## src/rtl/gf8_horner_eval_if.sv

```systemverilog
// Coefficient load, evaluation request and result handshake bundle for gf8_horner_eval.
interface gf8_horner_eval_if #(
  parameter int unsigned DEPTH = 8
);
  localparam int unsigned CW = $clog2(DEPTH + 1);

  logic          clear;
  logic          coef_valid;
  logic [2:0]    coef_data;
  logic          coef_last;
  logic          coef_ready;
  logic          eval_start;
  logic [2:0]    x_pt;
  logic          busy;
  logic          res_valid;
  logic [2:0]    res_data;
  logic          res_ready;
  logic [CW-1:0] n_coef;

  modport master (
    output clear, coef_valid, coef_data, coef_last, eval_start, x_pt, res_ready,
    input  coef_ready, busy, res_valid, res_data, n_coef
  );

  modport slave (
    input  clear, coef_valid, coef_data, coef_last, eval_start, x_pt, res_ready,
    output coef_ready, busy, res_valid, res_data, n_coef
  );
endinterface

```

## src/rtl/gf8_horner_eval.sv

```systemverilog
// Buffers up to DEPTH GF(2^3) coefficients and evaluates p(x) by Horner's rule.
// Define GF8_SERIAL_MUL_EN for a bit-serial multiplier (3 cycles per coefficient).
module gf8_horner_eval #(
  parameter int unsigned DEPTH = 8
) (
  input logic              clk,
  input logic              rst,
  gf8_horner_eval_if.slave bus
);
  localparam int unsigned CW = $clog2(DEPTH + 1);

  typedef enum logic [1:0] {
    LOAD  = 2'd0,
    READY = 2'd1,
    EVAL  = 2'd2,
    DONE  = 2'd3
  } state_t;

  state_t        state_q, state_d;
  logic [2:0]    buf_q [DEPTH];
  logic [2:0]    buf_d [DEPTH];
  logic [CW-1:0] n_q, n_d;
  logic [CW-1:0] idx_q, idx_d;
  logic [2:0]    acc_q, acc_d;
  logic [2:0]    x_q, x_d;
  logic [2:0]    cur_coef;
  logic [2:0]    step;
  logic          last_step;

`ifdef GF8_SERIAL_MUL_EN
  logic [1:0]    ph_q, ph_d;
  logic [2:0]    prod_q, prod_d;
  logic [2:0]    pp;
`endif

  // Multiply by x, reduced by x^3+x+1.
  function automatic logic [2:0] xtime(input logic [2:0] a);
    return {a[1:0], 1'b0} ^ (a[2] ? 3'b011 : 3'b000);
  endfunction

`ifndef GF8_SERIAL_MUL_EN
  // Full product, MSB-first shift-and-add over the three bits of b.
  function automatic logic [2:0] gf_mul(input logic [2:0] a, input logic [2:0] b);
    logic [2:0] p;
    p = 3'b000;
    for (int i = 2; i >= 0; i--) begin
      p = xtime(p) ^ (b[i] ? a : 3'b000);
    end
    return p;
  endfunction
`endif

  assign bus.coef_ready = (state_q == LOAD);
  assign bus.busy       = (state_q == EVAL) || (state_q == DONE);
  assign bus.res_valid  = (state_q == DONE);
  assign bus.res_data   = acc_q;
  assign bus.n_coef     = n_q;

  // Coefficient feeding the current Horner step.
  always_comb begin
    cur_coef = 3'b000;
    for (int unsigned i = 0; i < DEPTH; i++) begin
      if (CW'(i) == idx_q) cur_coef = buf_q[i];
    end
  end

  assign last_step = (idx_q == n_q - CW'(1));

  always_ff @(posedge clk or posedge rst) begin
    if (rst) begin
      state_q <= LOAD;
      n_q     <= '0;
      idx_q   <= '0;
      acc_q   <= 3'b000;
      x_q     <= 3'b000;
      for (int unsigned i = 0; i < DEPTH; i++) buf_q[i] <= 3'b000;
`ifdef GF8_SERIAL_MUL_EN
      ph_q    <= 2'd0;
      prod_q  <= 3'b000;
`endif
    end else begin
      state_q <= state_d;
      n_q     <= n_d;
      idx_q   <= idx_d;
      acc_q   <= acc_d;
      x_q     <= x_d;
      for (int unsigned i = 0; i < DEPTH; i++) buf_q[i] <= buf_d[i];
`ifdef GF8_SERIAL_MUL_EN
      ph_q    <= ph_d;
      prod_q  <= prod_d;
`endif
    end
  end

  // Next-state and datapath update; clear overrides everything.
  always_comb begin
    state_d = state_q;
    n_d     = n_q;
    idx_d   = idx_q;
    acc_d   = acc_q;
    x_d     = x_q;
    step    = 3'b000;
    for (int unsigned i = 0; i < DEPTH; i++) buf_d[i] = buf_q[i];
`ifdef GF8_SERIAL_MUL_EN
    ph_d    = ph_q;
    prod_d  = prod_q;
    pp      = 3'b000;
`endif

    if (bus.clear) begin
      state_d = LOAD;
      n_d     = '0;
      idx_d   = '0;
      acc_d   = 3'b000;
`ifdef GF8_SERIAL_MUL_EN
      ph_d    = 2'd0;
      prod_d  = 3'b000;
`endif
    end else begin
      unique case (state_q)
        LOAD: begin
          if (bus.coef_valid) begin
            for (int unsigned i = 0; i < DEPTH; i++) begin
              if (CW'(i) == n_q) buf_d[i] = bus.coef_data;
            end
            n_d = n_q + CW'(1);
            // A full buffer acts as an implicit last.
            if (bus.coef_last || (n_q == CW'(DEPTH - 1))) state_d = READY;
          end
        end
        READY: begin
          if (bus.eval_start) begin
            state_d = EVAL;
            acc_d   = 3'b000;
            idx_d   = '0;
            x_d     = bus.x_pt;
`ifdef GF8_SERIAL_MUL_EN
            ph_d    = 2'd0;
            prod_d  = 3'b000;
`endif
          end
        end
        EVAL: begin
`ifdef GF8_SERIAL_MUL_EN
          // One multiplier bit per cycle, MSB first; fold in the coefficient on the third.
          pp = xtime(prod_q) ^ (x_q[2'd2 - ph_q] ? acc_q : 3'b000);
          if (ph_q == 2'd2) begin
            step   = pp ^ cur_coef;
            acc_d  = step;
            prod_d = 3'b000;
            ph_d   = 2'd0;
            idx_d  = idx_q + CW'(1);
            if (last_step) state_d = DONE;
          end else begin
            prod_d = pp;
            ph_d   = ph_q + 2'd1;
          end
`else
          step  = gf_mul(acc_q, x_q) ^ cur_coef;
          acc_d = step;
          idx_d = idx_q + CW'(1);
          if (last_step) state_d = DONE;
`endif
        end
        DONE: begin
          if (bus.res_ready) state_d = READY;
        end
        default: state_d = LOAD;
      endcase
    end
  end
endmodule

```

## src/flat_wrapper.sv

```systemverilog
// flat-port wrapper written by rule: the top's interface ports become plain ports
module gf8_horner_eval_flat 
#(
  parameter int unsigned DEPTH = 8
)
  (clk, rst, bus_clear, bus_coef_valid, bus_coef_data, bus_coef_last, bus_eval_start, bus_x_pt, bus_res_ready, bus_coef_ready, bus_busy, bus_res_valid, bus_res_data, bus_n_coef);
  gf8_horner_eval_if #(.DEPTH(DEPTH)) bus_i ();
  input logic clk;
  input logic rst;
  input wire logic [$bits(bus_i.clear)-1:0] bus_clear;
  input wire logic [$bits(bus_i.coef_valid)-1:0] bus_coef_valid;
  input wire logic [$bits(bus_i.coef_data)-1:0] bus_coef_data;
  input wire logic [$bits(bus_i.coef_last)-1:0] bus_coef_last;
  input wire logic [$bits(bus_i.eval_start)-1:0] bus_eval_start;
  input wire logic [$bits(bus_i.x_pt)-1:0] bus_x_pt;
  input wire logic [$bits(bus_i.res_ready)-1:0] bus_res_ready;
  output wire logic [$bits(bus_i.coef_ready)-1:0] bus_coef_ready;
  output wire logic [$bits(bus_i.busy)-1:0] bus_busy;
  output wire logic [$bits(bus_i.res_valid)-1:0] bus_res_valid;
  output wire logic [$bits(bus_i.res_data)-1:0] bus_res_data;
  output wire logic [$bits(bus_i.n_coef)-1:0] bus_n_coef;
  assign bus_i.clear = bus_clear;
  assign bus_i.coef_valid = bus_coef_valid;
  assign bus_i.coef_data = bus_coef_data;
  assign bus_i.coef_last = bus_coef_last;
  assign bus_i.eval_start = bus_eval_start;
  assign bus_i.x_pt = bus_x_pt;
  assign bus_i.res_ready = bus_res_ready;
  assign bus_coef_ready = bus_i.coef_ready;
  assign bus_busy = bus_i.busy;
  assign bus_res_valid = bus_i.res_valid;
  assign bus_res_data = bus_i.res_data;
  assign bus_n_coef = bus_i.n_coef;
  gf8_horner_eval #(.DEPTH(DEPTH)) u_core (.clk(clk), .rst(rst), .bus(bus_i));
endmodule
```

## config.mk

```make
export PLATFORM = sky130hd
export DESIGN_NAME = gf8_horner_eval_flat
export DESIGN_NICKNAME = d
export VERILOG_FILES = /design/src/rtl/gf8_horner_eval_if.sv /design/src/rtl/gf8_horner_eval.sv /design/src/flat_wrapper.sv
export SDC_FILE = /design/constraint.sdc
export NUM_CORES = 1
export LEC_CHECK = 0
export ABC_AREA = 1
export BUFFER_PORTS_ARGS = -buffer_cell sky130_fd_sc_hd__buf_2
export CAP_MARGIN = 20
export CORE_MARGIN = 3
export CORE_UTILIZATION = 59
export DETAILED_ROUTE_END_ITERATION = 7
export HOLD_SLACK_MARGIN = 0.08
export PLACE_DENSITY_LB_ADDON = 0.3
export SLEW_MARGIN = 30
export SYNTH_ARGS = -nofsm -noshare
export SYNTH_HDL_FRONTEND = slang
export SYNTH_SLANG_ARGS = --single-unit
```

## constraint.sdc

```tcl
create_clock -name clk -period 2.05 [get_ports clk]
set_clock_uncertainty 0.05 [all_clocks]
set_input_delay 0.5125 -clock clk [delete_from_list [all_inputs] [get_ports clk]]
set_output_delay 0.5125 -clock clk [all_outputs]
set_load 0.005 [all_outputs]
```

==> results of run 1 <==
## final cells by class
cell class	instances	area, um^2	area share
multi-input combinational	223	1180	0.456
timing repair buffer	24	125	0.0484
inverter	35	131	0.0508
clock buffer	5	68.8	0.0266
sequential	40	1000	0.388
tap	48	60.1	0.0232
clock inverter	3	18.8	0.00726
## flip-flops by register name, summed over array words and instances (netlist names)
name / cells
u_core.buf_q: 24
u_core.bus.n_coef: 4
u_core.idx_q: 4
u_core.bus.res_data: 3
u_core.x_q: 3
u_core.state_q: 2
## logic make-up after synthesis
family	synth area share
xor gates and xnor gates	0.0338
DFF	0.429
buffers and inverters	0.0660
and+or+nand+nor	0.288
adders and majority gates	0.0697
muxes	0.0145
AOI/OAI and AO/OA	0.0987
## cell usage after synthesis
| cell | count | area, um^2 |
|---|---|---|
| xnor2_1 | 5 | 43.8 |
| o21ai_0 | 30 | 150 |
| o21ai_1 | 4 | 20.0 |
| nand3b_1 | 3 | 22.5 |
| or2_2 | 3 | 18.8 |
| nor3_1 | 3 | 15.0 |
| nand3_1 | 26 | 130 |
| nand2_2 | 2 | 12.5 |
| or2_1 | 1 | 6.26 |
| a22oi_1 | 1 | 7.51 |
| xor2_1 | 4 | 35.0 |
| o21ai_2 | 1 | 8.76 |
| buf_6 | 2 | 22.5 |
| nor2_1 | 14 | 52.6 |
| a21oi_1 | 3 | 15.0 |
| dfrtp_1 | 40 | 1000 |
| mux2_2 | 3 | 33.8 |
| a311oi_1 | 1 | 8.76 |
| nand2_1 | 94 | 353 |
| nand4_1 | 6 | 37.5 |
| nor2_2 | 1 | 6.26 |
| o22ai_1 | 2 | 12.5 |
| nor2_4 | 1 | 11.3 |
| inv_1 | 35 | 131 |
| nor4_1 | 1 | 6.26 |
| o21bai_1 | 1 | 7.51 |
| ha_1 | 13 | 163 |
## tightest hold or removal path, delay by kind of cell
kind / cells / cell delay [ps]
buffers and inverters: 3 / 570
## metal layers
layer  global-route usage  up-vias  share of wire
li1                     -     1029              -
met1                0.354      963           0.45
met2                0.395       57           0.49
met3               0.0438        9          0.047
met4               0.0803        0         0.0085
met5                    0        -              0
## path summary, 6_finish.rpt
| kind | startpoint | end | slack, ps | cells past startpoint |
|---|---|---|---|---|
| setup reg to reg | u_core.state_q[0] | u_core.buf_q[8] | 160 | 7 |
| hold / removal | rst | u_core.state_q[1] | 280 | 3 |
| max in group asynchronous | rst | u_core.bus.n_coef[0] | 1300 | 3 |
| hold reg to reg | u_core.buf_q[1] | u_core.buf_q[1] | 440 | 2 |
| min in group clk | bus_x_pt[2] | u_core.x_q[2] | 400 | 2 |
| setup / recovery | u_core.state_q[0] | u_core.buf_q[8] | 160 | 7 |
## where the power goes
part	switching (mW)	total [mW]	internal (mW)
clock network	0.288	0.525	0.237
registers	0.176	1.14	0.959
logic	0.522	0.883	0.361
total	0.987	2.54	1.56
==> results.toml, run 1 <==
[run_status]
status = "finished, final reports clean"

[logic_synthesis]
synthCells = 300
synth.cell_area_um2 = 2330
ys_ff_latch = 40
yosysSeqAreaShare = 0.429
yosysUniqueCellTypes = 27
postSynthAreaPerCell_um2 = 7.77
syn_nets = 326
yosys_warnings = 0

[timing]
setup_violations = 0
hold_violations = 0
worst_slew_pin_slew_ps = 502
relSlewSlack = 0.665
setup_tns_ps = 0
fin_ws_ps = 160
maxSlewViolCount = 0
timing.final.crit_share = 0.922
fmax_mhz = 529
period_needed_ps = 1890
rsz0062_at_grt = "no"
hold-worst-slack_ps = 278

[grt]
grt_usage = 0.252
grt_overflow = 0
grt_first_pass_wirelength_um = 8910
first_global_vias = 1933
grt_max_degree = 41
antenna_found_initial = 0

[critical_path]
crit_top_cell = "nand2_1"
slowest_stage = "dfrtp_1"
path_cells = "inv_1 -> ha_1 -> nand2_1 -> nor2_2 -> nand3_1 -> nand2_1 -> o21ai_0"
worst-endpoint-arrival_ps = 2020
critPathMaxFanout = 10
cp-end-kind = "flip-flop"
path_delay_family = "simple AND/OR/NAND/NOR gates"
critical_path_buf_inv_count = 1
slowest_delay_ps = 440
path_class = "flip-flop to flip-flop"
critPathLaunchType = "flip-flop"
worstPathRequired_ps = 2180

[clocking]
cts-root-buf = "clkbuf_8"
cts_buffers = 5
clk_pin_slew_ps = 80
cts.sinks = 40
clock_path_buffers = 2
htree_levels = 2
ctsHoldBuffers = 0
cts_tree = "built"
postCtsSetupBuffers = 0
post_cts_resized = 0
insertion_delay_ps = 290

[placement]
pre_cts_ws_ps = 201
dp_cells = 370
dpl.hpwl_um = 3860
gp_congestion = 0.899
port_buffers = 22
place_area_um2 = 2490

[cells_and_area]
final_util = 0.690
mostFrequentLayoutCell = "nand2_1"
antenna_cells = 0
fillers = 322
layout.cells.non_filler = 378
drive_gt1_frac = 0.133
fin_area_um2 = 2580
area_growth_pct = 10.8
fin_nets = 355
mostFrequentLayoutCells = "nand2_1, dfrtp_1, inv_1, o21ai_0, nand3_1"

[floorplanning]
design.die.area_um2 = 4740
rows = 22
fp.dieW_um = 68.9
floorplan.initialDensity = 0.623
fp.coreArea_um2 = 3740
io_pins = 23
die_h_um = 68.9

[detailed_routing]
routed_wl_um = 5150
vias = 2058
routed_via_density = 5.44
dr.pass1.iters = 5
drt_iter0_drc = 207
ant_nets = 0
wl_per_cell_um = 13.6
drc_errors = 0

[power_and_ir_drop]
leakage_nw = 1.30
power_mw = 2.54
p_per_area_nw_per_um2 = 985
peakVddDrop_mv = 0.607

[worst_hold_path]
hp-class = "primary input to async pin"

[run]
drv_cap = 0
(Power assumes the default switching activity.)
==> inputs of run 2 (changes only) <==
--- a/config.mk
+++ b/config.mk
@@ -8,11 +8,12 @@
 export ABC_AREA = 1
 export BUFFER_PORTS_ARGS = -buffer_cell sky130_fd_sc_hd__buf_2
 export CAP_MARGIN = 20
+export CORE_ASPECT_RATIO = 1.4
 export CORE_MARGIN = 3
 export CORE_UTILIZATION = 59
 export DETAILED_ROUTE_END_ITERATION = 7
 export HOLD_SLACK_MARGIN = 0.08
-export PLACE_DENSITY_LB_ADDON = 0.3
+export PLACE_DENSITY = 0.91
 export SLEW_MARGIN = 30
 export SYNTH_ARGS = -nofsm -noshare
 export SYNTH_HDL_FRONTEND = slang
==> run 2 against run 1 <==
  * Cell count down 1.6%
  * Register-to-register slack about the same
  * Global-route usage up 0.24 points
  * First-iteration DRC count down 64%
  * Routed wire length up 1.4%
  * Design area up 0.63%
  * Flip-flop and latch count unchanged
  * Fmax up 0.54%
  * Hold slack worse by 6.0 ps
==> results.toml, run 2 (synthesis gave the netlist of run 1 again) <==
[run_status]
status = "finished, final reports clean"

[grt]
antenna_found_initial = 0
grt_overflow = 0
grt_usage = 0.254
first_global_vias = 2042
grt_first_pass_wirelength_um = 9070
grt_max_degree = 41

[critical_path]
worst-endpoint-arrival_ps = 2020
worstPathRequired_ps = 2200
cp-end-kind = "flip-flop"
critPathLaunchType = "flip-flop"
critPathMaxFanout = 7
path_class = "flip-flop to flip-flop"

[cells_and_area]
largest_register_ffs = 24
drive_gt1_frac = 0.133
antenna_cells = 0
mostFrequentLayoutCells = "nand2_1, dfrtp_1, inv_1, o21ai_0, nand3_1"
fin_nets = 355
largest_register = "u_core.buf_q"
mostFrequentLayoutCell = "nand2_1"
area_growth_pct = 11.5

[placement]
gp_congestion = 0.868
port_buffers = 22
pre_cts_ws_ps = 211
dpl.hpwl_um = 3830

[clocking]
clk_pin_slew_ps = 80
insertion_delay_ps = 300
cts_buffers = 5
htree_levels = 2
ctsHoldBuffers = 0
cts-root-buf = "clkbuf_8"
clock_path_buffers = 2
post_cts_resized = 0
cts_tree = "built"
cts.sinks = 40
postCtsSetupBuffers = 0

[floorplanning]
design.die.area_um2 = 4750
fp.coreArea_um2 = 3740
io_pins = 23
die_h_um = 80.4
floorplan.initialDensity = 0.623
fp.dieW_um = 59.1
rows = 26

[timing]
setup_tns_ps = 0
setup_violations = 0
relSlewSlack = 0.668
timing.final.crit_share = 0.917
period_needed_ps = 1880
maxSlewViolCount = 0
fmax_mhz = 532
hold_violations = 0
fin_ws_ps = 170
worst_slew_pin_slew_ps = 499

[detailed_routing]
drc_errors = 0
wl_per_cell_um = 14.0
drt_iter0_drc = 75
routed_wl_um = 5220
routed_via_density = 5.52
ant_nets = 0
vias = 2055
dr.pass1.iters = 4

[worst_hold_path]
hp-class = "primary input to async pin"

[power_and_ir_drop]
peakVddDrop_mv = 0.915
p_per_area_nw_per_um2 = 1030
leakage_nw = 1.30

[run]
drv_cap = 0
## run 2: cell count changes in the layout (fill, tap and decap cells not counted), sizes merged
cell | previous run | this run
clkinvlp | 0 | 1
bufinv | 0 | 1
clkinv | 3 | 1
## run 2: cell type report
cell class	instances	area, um^2
Sequential cell	40	1000
Tap cell	42	52.6
Fill cell	291	1140
Clock inverter	3	42.5
Timing Repair Buffer	24	125
Inverter	35	131
Clock buffer	5	68.8
Multi-Input combinational cell	223	1180
## run 2: final timing paths
path	endpoint	slack, ps	depth (start not counted)	from
max	u_core.state_q[1]	170	9	u_core.bus.n_coef[0]
max in group asynchronous	u_core.bus.n_coef[0]	1300	3	rst
min reg2reg	u_core.buf_q[2]	440	2	u_core.buf_q[2]
max reg2reg	u_core.state_q[1]	170	9	u_core.bus.n_coef[0]
min	u_core.x_q[0]	270	3	rst
min in group clk	u_core.x_q[0]	380	2	bus_x_pt[0]
## run 2: power breakdown
| part | switching [mW] | internal [mW] | total, mW |
|---|---|---|---|
| Clock | 0.291 | 0.360 | 0.651 |
| Sequential | 0.170 | 0.960 | 1.13 |
| Combinational | 0.524 | 0.362 | 0.886 |
## run 2: per-stage QoR
stage	instances	hold WS (ps)	instance area, um^2	util	power [mW]
after floorplan	300	394	2330	-	1.74
after global placement	364	411	2490	0.665	1.96
after detailed placement	364	424	2490	0.665	2.01
after CTS	372	307	2600	0.695	2.65
after global routing	372	356	2600	0.695	2.86
final	372	272	2600	0.695	2.67
## run 2: metal layers
layer	part of all wire	wire (um)	global-route usage
met2	0.52	2690	0.428
met4	0.037	193	0.118
met1	0.40	2090	0.301
met5	0	0	0
met3	0.047	246	0.0579
## run 2: critical path: stages (launching register included)
cell	delay (ps)
dfrtp_2	450
inv_1	200
ha_1	300
nand2_1	90
nand4_1	90
o21bai_1	160
o21ai_1	140
nand2_1	130
nand2_1	100
o21ai_1	70
==> inputs of run 3 (changes only) <==
--- a/config.mk
+++ b/config.mk
@@ -5,7 +5,7 @@
 export SDC_FILE = /design/constraint.sdc
 export NUM_CORES = 1
 export LEC_CHECK = 0
-export ABC_AREA = 1
+export ABC_AREA = 0
 export BUFFER_PORTS_ARGS = -buffer_cell sky130_fd_sc_hd__buf_2
 export CAP_MARGIN = 20
 export CORE_ASPECT_RATIO = 1.4
@@ -13,7 +13,7 @@
 export CORE_UTILIZATION = 59
 export DETAILED_ROUTE_END_ITERATION = 7
 export HOLD_SLACK_MARGIN = 0.08
-export PLACE_DENSITY = 0.91
+export PLACE_DENSITY = 0.9
 export SLEW_MARGIN = 30
 export SYNTH_ARGS = -nofsm -noshare
 export SYNTH_HDL_FRONTEND = slang
==> run 3 against run 2 <==
  * The run now ends with negative setup slack left
  * Die area grew 6.4%
  * Hold slack lost 89 ps
  * Routed wire length grew 34%
  * Global-route usage grew 2.5 points
  * Clock power grew 39%
  * Synthesized cell count shrank 18%
  * Non-clock buffer count grew 28
  * Cell count shrank 9.1%
  * Critical path type unchanged
  * Largest cell class unchanged
  * Largest power group is now combinational logic
==> results.toml, run 3 <==
[grt]
grt_first_pass_wirelength_um = 10400
grt_usage = 0.280
grt_overflow = 0
first_global_vias = 2178
grt_max_degree = 22
antenna_found_initial = 0

[logic_synthesis]
muxShareOfSynthArea = 0.136
synth_top_family_by_area = "simple AND/OR/NAND/NOR gates"
syn_nets = 272
synth-main-ff-cell = "dfrtp_1"
postSynthAreaPerCell_um2 = 10.1
synth.cell_area_um2 = 2490
yosys_warnings = 0
synth_top_area_frac = 0.401
synth_top_cell_by_area = "dfrtp_1"
ys_ff_latch = 40
synth-async-reset-ratio = 1.00
synth_xor_area_frac = 0.0421
synthCells = 246
yosysUniqueCellTypes = 44
synthSimpleGateAreaFrac = 0.190
yosysSeqAreaShare = 0.401
netlist_top_cells_area = "dfrtp_1, mux2_2, ha_1, nand3b_1, xnor2_1"
yosysMostFrequentCell = "dfrtp_1"
synth_fa_ha_area_frac = 0.0652
synth_edf_count = 0
synthTopCellsByCount = "dfrtp_1, mux2_2, nand2_1"
synth_compound_area_frac = 0.128

[floorplanning]
die_h_um = 82.9
fp.dieW_um = 61.0
fp.coreArea_um2 = 4020
floorplan.initialDensity = 0.621
rows = 27
design.die.area_um2 = 5060
io_pins = 23

[critical_path]
r2r_cells = 7
worst-endpoint-arrival_ps = 2350
critPathMaxFanout = 4
timing.rr.start = "u_core.idx_q[0]"
slowest_delay_ps = 480
path_class = "flip-flop to flip-flop"
crit_top_cell = "buf_4"
slowest_stage = "o41a_1"
critical_path_buf_inv_count = 3
r2r_end = "u_core.state_q[1]"
cp-end-kind = "flip-flop"
critPathLaunchType = "flip-flop"
worstPathRequired_ps = 2230
path_delay_family = "compound AO/OA/AOI/OAI gates"
r2r_slack_ps = -120
path_cells = "buf_4 -> buf_4 -> xnor2_2 -> o41a_1 -> a2111oi_4 -> buf_4 -> mux2i_1"

[cells_and_area]
mostFrequentLayoutCells = "dfrtp_1, buf_4, mux2_2, buf_2, nand2_1"
antenna_cells = 0
mostFrequentLayoutCell = "dfrtp_1"
largest_register_ffs = 24
fin_nets = 320
area_growth_pct = 26.9
final_util = 0.788
largest_register = "u_core.buf_q"
drive_gt1_frac = 0.403

[power_and_ir_drop]
p_per_area_nw_per_um2 = 1190
peakVddDrop_mv = 0.693
leakage_nw = 1.41

[clocking]
clk_pin_slew_ps = 90
cts.sinks = 40
insertion_delay_ps = 300
clock_path_buffers = 2
htree_levels = 2
cts_tree = "built"
cts-root-buf = "clkbuf_8"
cts_buffers = 5
ctsHoldBuffers = 0

[timing]
worst_slew_pin_slew_ps = 576
rsz0062_at_grt = "yes"
period_needed_ps = 2170
hold_violations = 0
fmax_mhz = 461
fin_ws_ps = -117
relSlewSlack = 0.612
setup_violations = 3
maxSlewViolCount = 0
timing.final.crit_share = 1.06

[placement]
pre_cts_ws_ps = -15.9
gp_congestion = 0.916
dpl.hpwl_um = 4150
port_buffers = 22

[detailed_routing]
routed_via_density = 6.38
drt_iter0_drc = 150
ant_nets = 0
drc_errors = 0
vias = 2156
routed_wl_um = 6990
dr.pass1.iters = 4
wl_per_cell_um = 20.7

[run_status]
status = "complete, but fails checks"
violations = "negative setup slack"

[run]
drv_cap = 0

[worst_hold_path]
hp-class = "primary input to async pin"
[run 3: changes by cell type in the layout (fill, tap and decap cells not counted), moves of 7 or more]
| cell | previous run | this run |
|---|---|---|
| a21oi_1 | 3 | 10 |
| buf_4 | 2 | 29 |
| ha_1 | 13 | 6 |
| inv_1 | 35 | 8 |
| mux2_2 | 3 | 27 |
| nand2_1 | 94 | 21 |
| nand3_1 | 26 | 6 |
| nand3b_1 | 3 | 12 |
| nor2b_1 | 0 | 9 |
| o21ai_0 | 30 | 6 |
[run 3: area by class of cell]
class                           instances  area [um^2]
Inverter                               12         47.5
Clock buffer                            5         68.8
Fill cell                             232          853
Clock inverter                          3         90.1
Timing Repair Buffer                   52          339
Multi-Input combinational cell        183         1560
Sequential cell                        40         1010
Tap cell                               43         53.8
[run 3: routing by layer]
layer | vias up | wire length, um | track usage
li1 | 965 | - | -
met1 | 1061 | 2550 | 0.309
met2 | 88 | 3570 | 0.463
met3 | 42 | 346 | 0.0607
met4 | 0 | 527 | 0.176
met5 | - | 0 | 0
[run 3: worst register-to-register path: stages (launching register included)]
cell and delay (ps):
dfrtp_2 470, buf_4 170, buf_4 150, xnor2_2 140, o41a_1 480, a2111oi_4 270
buf_4 180, mux2i_1 180
[run 3: cells by family after synthesis]
| group | Yosys count |
|---|---|
| AOI/OAI and AO/OA | 43 |
| xor gates and xnor gates | 12 |
| adders and majority gates | 13 |
| buffers and inverters | 23 |
| DFF | 40 |
| muxes | 30 |
| and+or+nand+nor | 85 |
[run 3: report_power, final]
part	leakage (nW)	internal [mW]	switching [mW]
Combinational	0.801	0.874	0.764
Clock	0.0784	0.609	0.298
Sequential	0.529	0.988	0.228
[run 3: worst max path at each step]
stage / start / endpoint / slack, ps / cells after the start
3_5_place_dp: u_core.idx_q[0] / u_core.bus.res_data[0] / -20 / 7
4_1_cts: u_core.idx_q[0] / u_core.bus.res_data[0] / -40 / 7
3_3_place_gp: u_core.idx_q[0] / u_core.bus.res_data[1] / 20 / 8
6_report: u_core.idx_q[0] / u_core.state_q[1] / -120 / 7
5_1_grt: u_core.idx_q[0] / u_core.state_q[1] / -200 / 7
2_1_floorplan: u_core.bus.n_coef[1] / u_core.state_q[0] / 3 / 7
[run 3: timing repair]
item                       CTS  global route
pin swaps                    1             1
gates resized for setup     10            25
setup buffers                5             1
setup endpoints to repair    5            18
[run 3: metrics by stage]
| step | setup TNS, ps | hold WS, ps | cell area [um^2] | cells | power (mW) |
|---|---|---|---|---|---|
| 2_1_floorplan | 0 | 420 | 2500 | 246 | 2.05 |
| 3_3_place_gp | 0 | 434 | 2790 | 324 | 2.43 |
| 3_5_place_dp | -15.9 | 444 | 2790 | 324 | 2.49 |
| 4_1_cts | -108 | 195 | 3050 | 337 | 3.56 |
| 5_1_grt | -512 | 211 | 3170 | 338 | 3.96 |
| 6_report | -272 | 183 | 3170 | 338 | 3.76 |
